### src/rtl/axi4_sram_rd_slave_if.sv
// axi4_sram_rd_slave_if: AXI4 AR/R channel bundle shared by the read slave and its master
interface axi4_sram_rd_slave_if #(
    parameter int ID_WIDTH   = 4,
    parameter int ADDR_WIDTH = 32,
    parameter int DATA_WIDTH = 64
);
    logic [ID_WIDTH-1:0]   arid;
    logic [ADDR_WIDTH-1:0] araddr;
    logic [7:0]            arlen;
    logic [2:0]            arsize;
    logic [1:0]            arburst;
    logic                  arvalid;
    logic                  arready;
    logic [ID_WIDTH-1:0]   rid;
    logic [DATA_WIDTH-1:0] rdata;
    logic [1:0]            rresp;
    logic                  rlast;
    logic                  rvalid;
    logic                  rready;
    modport master (
        output arid, araddr, arlen, arsize, arburst, arvalid, rready,
        input  arready, rid, rdata, rresp, rlast, rvalid
    );
    modport slave (
        input  arid, araddr, arlen, arsize, arburst, arvalid, rready,
        output arready, rid, rdata, rresp, rlast, rvalid
    );
endinterface

### src/rtl/axi4_sram_rd_slave.sv
// axi4_sram_rd_slave: AXI4 read slave serving FIXED/INCR/WRAP bursts from a 1-cycle-latency SRAM
module axi4_sram_rd_slave #(
    parameter int ID_WIDTH       = 4,
    parameter int ADDR_WIDTH     = 32,
    parameter int DATA_WIDTH     = 64,
    parameter int MEM_ADDR_WIDTH = 10
) (
    input  logic                      aclk,
    input  logic                      areset,
    axi4_sram_rd_slave_if.slave       s_axi,
    output logic                      mem_ren,
    output logic [MEM_ADDR_WIDTH-1:0] mem_addr,
    input  logic [DATA_WIDTH-1:0]     mem_rdata
);
    localparam int LSB = $clog2(DATA_WIDTH / 8);
    localparam int BW  = DATA_WIDTH + 3;

    typedef enum logic {IDLE, BURST} state_t;

    state_t                  state_q, state_d;
    logic                    arready_q, arready_d;
    logic [ID_WIDTH-1:0]     id_q, id_d;
    logic [ADDR_WIDTH-1:0]   addr_q, addr_d;
    logic [7:0]              len_q, len_d;
    logic [2:0]              size_q, size_d;
    logic [1:0]              burst_q, burst_d;
    logic                    err_q, err_d;
    logic [8:0]              left_q, left_d;
    logic                    pipe_q, pipe_d;
    logic                    pipe_last_q, pipe_last_d;
    logic                    pipe_err_q, pipe_err_d;
    logic [1:0]              cnt_q, cnt_d;
    logic [BW-1:0]           buf_q [2];
    logic [BW-1:0]           buf_d [2];
    logic [ADDR_WIDTH-1:0]   step, mask, addr_inc, addr_next;
    logic [DATA_WIDTH-1:0]   in_data;
    logic [BW-1:0]           in_beat, head;
    logic                    ar_hs, ar_err, issue, push, pop, wpos, last_hs;

    assign ar_hs  = s_axi.arvalid & arready_q;
    assign ar_err = (32'(s_axi.arsize) > LSB) | (s_axi.arburst == 2'b11) |
                    ((s_axi.arburst == 2'b10) && !(s_axi.arlen inside {8'd1, 8'd3, 8'd7, 8'd15}));

    assign step      = ADDR_WIDTH'(1) << size_q;
    assign mask      = ((ADDR_WIDTH'(len_q) + ADDR_WIDTH'(1)) << size_q) - ADDR_WIDTH'(1);
    assign addr_inc  = addr_q + step;
    assign addr_next = (burst_q == 2'b00) ? addr_q :
                       (burst_q == 2'b10) ? ((addr_q & ~mask) | (addr_inc & mask)) : addr_inc;

    // A beat may issue only while the read in flight plus buffered beats leave a free slot
    assign issue    = (state_q == BURST) && (left_q != 9'd0) && ((2'(pipe_q) + cnt_q) < 2'd2);
    assign mem_ren  = issue & ~err_q;
    assign mem_addr = addr_q[LSB +: MEM_ADDR_WIDTH];

    // Returning read data flows straight to R when the buffer is empty, giving 2-cycle latency
    assign in_data = pipe_err_q ? '0 : mem_rdata;
    assign in_beat = pipe_q ? {pipe_last_q, pipe_err_q, 1'b0, in_data} : '0;
    assign head    = (cnt_q == 2'd0) ? in_beat : buf_q[0];

    assign s_axi.arready = arready_q;
    assign s_axi.rvalid  = pipe_q | (cnt_q != 2'd0);
    assign s_axi.rid     = id_q;
    assign s_axi.rdata   = head[DATA_WIDTH-1:0];
    assign s_axi.rresp   = head[DATA_WIDTH +: 2];
    assign s_axi.rlast   = head[BW-1];

    assign pop     = (cnt_q != 2'd0) & s_axi.rready;
    assign push    = pipe_q & ~((cnt_q == 2'd0) & s_axi.rready);
    assign wpos    = (cnt_q == 2'd1) & ~pop;
    assign last_hs = s_axi.rvalid & s_axi.rready & s_axi.rlast;

    // Next-state: burst capture, address/beat advance, and skid-buffer bookkeeping
    always_comb begin
        state_d     = (state_q == IDLE) ? (ar_hs ? BURST : IDLE) : (last_hs ? IDLE : BURST);
        arready_d   = (state_d == IDLE);
        id_d        = ar_hs ? s_axi.arid : id_q;
        len_d       = ar_hs ? s_axi.arlen : len_q;
        size_d      = ar_hs ? s_axi.arsize : size_q;
        burst_d     = ar_hs ? s_axi.arburst : burst_q;
        err_d       = ar_hs ? ar_err : err_q;
        addr_d      = ar_hs ? s_axi.araddr : issue ? addr_next : addr_q;
        left_d      = ar_hs ? ({1'b0, s_axi.arlen} + 9'd1) : issue ? (left_q - 9'd1) : left_q;
        pipe_d      = issue;
        pipe_last_d = (left_q == 9'd1);
        pipe_err_d  = err_q;
        cnt_d       = cnt_q + 2'(push) - 2'(pop);
        buf_d       = buf_q;
        if (pop) buf_d[0] = buf_q[1];
        if (push) buf_d[wpos] = in_beat;
    end

    // State registers; reset aborts any burst and empties the buffer
    always_ff @(posedge aclk or posedge areset) begin
        if (areset) begin
            state_q     <= IDLE;
            arready_q   <= 1'b0;
            id_q        <= '0;
            addr_q      <= '0;
            len_q       <= '0;
            size_q      <= '0;
            burst_q     <= '0;
            err_q       <= 1'b0;
            left_q      <= '0;
            pipe_q      <= 1'b0;
            pipe_last_q <= 1'b0;
            pipe_err_q  <= 1'b0;
            cnt_q       <= '0;
            buf_q[0]    <= '0;
            buf_q[1]    <= '0;
        end else begin
            state_q     <= state_d;
            arready_q   <= arready_d;
            id_q        <= id_d;
            addr_q      <= addr_d;
            len_q       <= len_d;
            size_q      <= size_d;
            burst_q     <= burst_d;
            err_q       <= err_d;
            left_q      <= left_d;
            pipe_q      <= pipe_d;
            pipe_last_q <= pipe_last_d;
            pipe_err_q  <= pipe_err_d;
            cnt_q       <= cnt_d;
            buf_q[0]    <= buf_d[0];
            buf_q[1]    <= buf_d[1];
        end
    end
endmodule
### src/flat_wrapper.sv
// flat-port wrapper written by rule: the top's interface ports become plain ports
module axi4_sram_rd_slave_flat 
#(
    parameter int ID_WIDTH       = 4,
    parameter int ADDR_WIDTH     = 32,
    parameter int DATA_WIDTH     = 64,
    parameter int MEM_ADDR_WIDTH = 10
)
  (aclk, areset, mem_ren, mem_addr, mem_rdata, s_axi_arid, s_axi_araddr, s_axi_arlen, s_axi_arsize, s_axi_arburst, s_axi_arvalid, s_axi_rready, s_axi_arready, s_axi_rid, s_axi_rdata, s_axi_rresp, s_axi_rlast, s_axi_rvalid);
  axi4_sram_rd_slave_if #(.ID_WIDTH(ID_WIDTH), .ADDR_WIDTH(ADDR_WIDTH), .DATA_WIDTH(DATA_WIDTH)) s_axi_i ();
  input  logic aclk;
  input  logic areset;
  output logic mem_ren;
  output logic [MEM_ADDR_WIDTH-1:0] mem_addr;
  input  logic [DATA_WIDTH-1:0] mem_rdata;
  input wire logic [$bits(s_axi_i.arid)-1:0] s_axi_arid;
  input wire logic [$bits(s_axi_i.araddr)-1:0] s_axi_araddr;
  input wire logic [$bits(s_axi_i.arlen)-1:0] s_axi_arlen;
  input wire logic [$bits(s_axi_i.arsize)-1:0] s_axi_arsize;
  input wire logic [$bits(s_axi_i.arburst)-1:0] s_axi_arburst;
  input wire logic [$bits(s_axi_i.arvalid)-1:0] s_axi_arvalid;
  input wire logic [$bits(s_axi_i.rready)-1:0] s_axi_rready;
  output wire logic [$bits(s_axi_i.arready)-1:0] s_axi_arready;
  output wire logic [$bits(s_axi_i.rid)-1:0] s_axi_rid;
  output wire logic [$bits(s_axi_i.rdata)-1:0] s_axi_rdata;
  output wire logic [$bits(s_axi_i.rresp)-1:0] s_axi_rresp;
  output wire logic [$bits(s_axi_i.rlast)-1:0] s_axi_rlast;
  output wire logic [$bits(s_axi_i.rvalid)-1:0] s_axi_rvalid;
  assign s_axi_i.arid = s_axi_arid;
  assign s_axi_i.araddr = s_axi_araddr;
  assign s_axi_i.arlen = s_axi_arlen;
  assign s_axi_i.arsize = s_axi_arsize;
  assign s_axi_i.arburst = s_axi_arburst;
  assign s_axi_i.arvalid = s_axi_arvalid;
  assign s_axi_i.rready = s_axi_rready;
  assign s_axi_arready = s_axi_i.arready;
  assign s_axi_rid = s_axi_i.rid;
  assign s_axi_rdata = s_axi_i.rdata;
  assign s_axi_rresp = s_axi_i.rresp;
  assign s_axi_rlast = s_axi_i.rlast;
  assign s_axi_rvalid = s_axi_i.rvalid;
  axi4_sram_rd_slave #(.ID_WIDTH(ID_WIDTH), .ADDR_WIDTH(ADDR_WIDTH), .DATA_WIDTH(DATA_WIDTH), .MEM_ADDR_WIDTH(MEM_ADDR_WIDTH)) u_core (.aclk(aclk), .areset(areset), .s_axi(s_axi_i), .mem_ren(mem_ren), .mem_addr(mem_addr), .mem_rdata(mem_rdata));
endmodule
### config.mk
export PLATFORM = sky130hd
export DESIGN_NAME = axi4_sram_rd_slave_flat
export DESIGN_NICKNAME = d
export VERILOG_FILES = /design/src/rtl/axi4_sram_rd_slave_if.sv /design/src/rtl/axi4_sram_rd_slave.sv /design/src/flat_wrapper.sv
export SDC_FILE = /design/constraint.sdc
export NUM_CORES = 1
export LEC_CHECK = 0
export BUFFER_PORTS_ARGS = -buffer_cell sky130_fd_sc_hd__buf_2
export CORE_MARGIN = 4
export CORE_UTILIZATION = 48
export CTS_CLUSTER_DIAMETER = 50
export CTS_CLUSTER_SIZE = 10
export DETAILED_ROUTE_END_ITERATION = 10
export PLACE_DENSITY = 0.74
export REMOVE_ABC_BUFFERS = 1
export SLEW_MARGIN = 5
export SYNTH_ARGS = -nofsm -noshare
export SYNTH_HDL_FRONTEND = slang
export SYNTH_SLANG_ARGS = --single-unit
### constraint.sdc
create_clock -name aclk -period 5.2 [get_ports aclk]
set_input_delay 0.78 -clock aclk [delete_from_list [all_inputs] [get_ports aclk]]
set_output_delay 0.78 -clock aclk [all_outputs]
set_load 0.05 [all_outputs]
## Word-level counts from Yosys, hierarchy flattened

Cells that the tools add are included.
Widths: inputs -> output; s select.

- Bits in registers: 200
- Bits of input ports: 117
- Output and inout bits: 84
- Logic and storage cells: 88

- Add/subtract/negate cells: 8
- Magnitude comparators: 4
- Equality and inequality tests: 10
- Shifts and indexed selects: 2
- Mux-type cells: 17
- Bitwise operators: 20
- Reduce and logical (&&, ||, !) cells: 12

Operator list:

| kind | number |
|---|---|
| $mux 67 | 4 |
| $bwmux 134 | 1 |
| $mux 134 | 1 |
| $mux 32 | 4 |
| $demux 67 s1 | 1 |
| $and 32x32->32 | 2 |
| $mux 64 | 1 |
| $add 32x32->32 | 1 |
| $not 32->32 | 1 |
| $or 32x32->32 | 1 |
| $shl 1x3->32 const A | 1 |
| $shl 32x3->32 | 1 |
| $sub 32x1->32 const B | 1 |
| $add 8x1->9 const B | 2 |
| $mux 9 | 2 |
| $eq 9x1->1 const B | 1 |
| $reduce_bool 9->1 | 1 |
| $sub 9x1->9 const B | 1 |
| $and 1x1->1 | 8 |
| $eq 8x1->1 const B | 1 |
| $eq 8x2->1 const B | 1 |
| $eq 8x3->1 const B | 1 |
| $eq 8x4->1 const B | 1 |
| $eq 2x2->1 const B | 3 |
| 19 further kinds | 31 |

## Depth between registers and ports, before layout

- Word-level depth: 11
- Mapped depth: 16
- Gate-level depth less buffers: 12

## Least setup slack after synthesis

No wires, ideal clock.

- Path kind: reg2out
- Start point: register u_core.cnt_q[1]
- End point: output port s_axi_rdata[51]
- Arrival: 2.430 ns
- Required time: 4.420 ns
- Slack: 1.990 ns
- Cell stages (with the launch flop): 7
- Buffers on the path: 4
- Cells stage by stage: dfrtp_1 clkbuf_1 or2_2 clkbuf_1 clkbuf_1 clkbuf_1 o21ai_0

- Cells in the longest elaborated chain, start to end: 2

Ends and longest elaborated chain:

| item | RTL line | text |
|---|---|---|
| start, declared | axi4_sram_rd_slave.sv:32 | `logic [1:0] cnt_q, cnt_d;` |
| start signal, assigned | axi4_sram_rd_slave.sv:123 | `cnt_q <= cnt_d;` |
| $logic_not 2->1 | axi4_sram_rd_slave.sv:58 | `assign head = (cnt_q == 2'd0) ? in_beat : buf_q[0];` |
| $mux 67 | axi4_sram_rd_slave.sv:58 |  |
| end, declared | flat_wrapper.sv:25 | `output wire logic [$bits(s_axi_i.rdata)-1:0] s_axi_rdata;` |

Every way passes these cells.

==> summary.txt <==
Total global routing overflow = 0
GPL Wtd Cong = 0.9046
Sequential cell area fraction in the yosys report = 43.39%
Vias/cell = 5.618
Reg clk slew, reported paths = 70 ps
IO Count = 201
Minimum clock period = 3557 ps
Layout fillers = 1951
Number of synthesized flops with an enable pin = 0
CTS tree = yes
Layout area overhead = 14.40%
DRC = 0
Synth Area in XOR/XNOR = 2.865%
Met2 usage = 33.44%
Startpoint Class = register
Synthesized-area fraction occupied by ao, oa, aoi and oai cells = 21.46%
Cell Rows = 53
Critical path type = reg -> reg
Vias in the first global route = 8602
Syn Std Cell Area = 10440 sq um
Post-Syn Instances = 1229
Slowest CP cell = dfrtp_1
Start point of the critical path = u_core.size_q[2]
Post-Route Skew = 18.04 ps
Initial antenna violation count = 0
I/O Buffers = 181
Most frequent cells in the layout = nand2_1, dfrtp_1, buf_2
Count of final hold-check violations = 0
Yosys synthesis warning count = 0
Chip width = 155.5 um
Syn_area_per_cell = 8.493 sq um
Largest family of logic cells by synthesized area = compound AO/OA/AOI/OAI gates
Post-CTS sizing = 0
Initial Util = 49.19%
Mux contribution to synthesized area = 7.696%
Setup Buffers After CTS = 0
Yosys top cell by area = dfrtp_1
N_diodes = 0
LEAKAGE = 5.537 nW
Top FF cell, synth = dfrtp_1
Post-CTS Hold Fix Bufs = 0
Max-Cap Viols = 0
Final worst slack = 1643 ps
Final-report setup violation count = 0
Placed cell count = 1592
Arrival time worst endpoint = 3860 ps
Met3 global-route usage = 3.866%
Adder-cell share of the synthesized area = 2.110%
GRT busiest layer = met2
Worst Path Required = 5510 ps
Skew-Pair Late Insertion Delay = 440 ps
Fmax = 281.2 MHz
Clock buffer depth = 2
Initial drt markers = 749
Layout cells sized above 1 = 18.98%
Non-filler cells in the finished layout = 1624
CP most frequent cell = a21oi_1
Post-Route WL = 25390 um
Clk sink count = 181
Worst r2r path cells = 12
Pin count of the biggest net entering global routing = 111
Slew headroom = 41.53%
Multi-input gate area = 5388 sq um
Commonest non-fill, non-tap cell in the layout = nand2_1
Die Ht = 155.5 um
Top cells by area, synth = dfrtp_1, nand2_1, o21ai_0, a21oi_1, mux2i_1
Pwr/cell area = 740.2 nW/um^2
DIE AREA = 24170 sq um
RSZ-0062 raised after global routing = no
Total GRT Usage = 20.86%
Maximum VDD drop = 444.0 uV
CP Max Fanout = 29
Worst r2r src = u_core.size_q[2]
Via Count = 9123
Crit-path cells = nand2b_1 > nor2_1 > fa_1 > a21o_1 > a21oi_1 > o21bai_1 > a21oi_1 > o21ai_0 > nor4bb_1 > nor4b_1 > a311oi_1 > o211ai_1
Antenna-violating nets left = 0
Pre-Repair DR Iteration Count = 5
Slew of the pin with the lowest slew margin = 877.1 ps
Synth top area share = 43.39%
Hpwl dp = 17340 um
H-tree depth = 4
Worst Setup End Kind = register
Fin util = 56.27%
Final Total Pwr = 8.838 mW
CTS Buf Count = 17
Final Max Tran Viols = 0
Core Region = 21220 sq um
Drt wl/cell = 15.64 um
Fin Setup TNS = 0 ps
Fin nets = 1470
Netlist cell types = 75
CP max stage delay = 910 ps
Status = complete, no violations
Number of synthesized register bits = 181
Post-Synth Simple-Gate Area = 17.21%
Register-to-register setup slack = 1640 ps
Grt met1 use = 29.31%
Hold WC Path Type = reg -> reg
Async set or reset register ratio after synthesis = 100.0%
Reg area = 4529 sq um
Period Utilization, post-route = 68.40%
CTS root buffer = clkbuf_16
First-pass GRT wire length = 41920 um
DP Worst Slack = 1698 ps
Yosys cell counts (10+ instances only):
master and count:
buf_4 16, clkbuf_1 71, nor2_1 33, buf_1 10, ha_1 16, nand3_1 23
xnor2_1 27, inv_1 18, nand2_1 269, mux2i_1 78, o21ai_0 166, a21oi_1 160
dfrtp_1 181
cell type report:
type | count | area share (%)
inverter | 18 | 0.6078
sequential | 181 | 37.93
clock buffer | 18 | 3.678
clock inverter | 14 | 1.163
multi-input combinational | 924 | 45.12
tap | 275 | 2.882
timing repair buffer | 194 | 8.614
worst max-delay path, delay by kind of cell (launching register included):
kind / cells / cell delay, ps
simple gates: 4 / 770
flops: 1 / 910
compound gates: 7 / 1270
fa+ha+maj: 1 / 450
routing by layer:
layer / vias up / routed length [um]
met5: - / 0
met4: 0 / 333
met3: 27 / 1289
met2: 240 / 12070
met1: 4362 / 11700
li1: 4494 / -
worst min-delay path by stage:
stage / depth (start not counted) / endpoint / slack (ps) / start
finish: 0 / u_core.pipe_err_q / 400 / u_core.err_q
global route: 0 / u_core.pipe_err_q / 430 / u_core.err_q
CTS: 0 / u_core.pipe_err_q / 410 / u_core.err_q
detailed placement: 0 / u_core.pipe_err_q / 400 / u_core.err_q
global placement: 0 / u_core.pipe_err_q / 390 / u_core.err_q
floorplan: 0 / u_core.pipe_err_q / 370 / u_core.err_q
through the flow:
stage                     cell area [sq um]  hold slack [ps]
after floorplan                        9956            374.3
after global placement                11360            390.2
after detailed placement              11360            397.9
after CTS                             11940            405.9
after global routing                  11940            425.3
final                                 11940            402.2
power by group:
group / switching, mW / internal (mW)
Combinational: 3.54 / 1.59
Sequential: 0.459 / 2.00
Clock: 0.604 / 0.650
cell families after synthesis:
group                    after synthesis
multiplexers                          80
AND/OR/NAND/NOR                      402
adder cells (fa/ha/maj)               17
XOR/XNOR                              32
buffers and inverters                124
flip-flops                           181
AO/OA/AOI/OAI                        393
No activity file was read; power rests on OpenSTA's default activity.
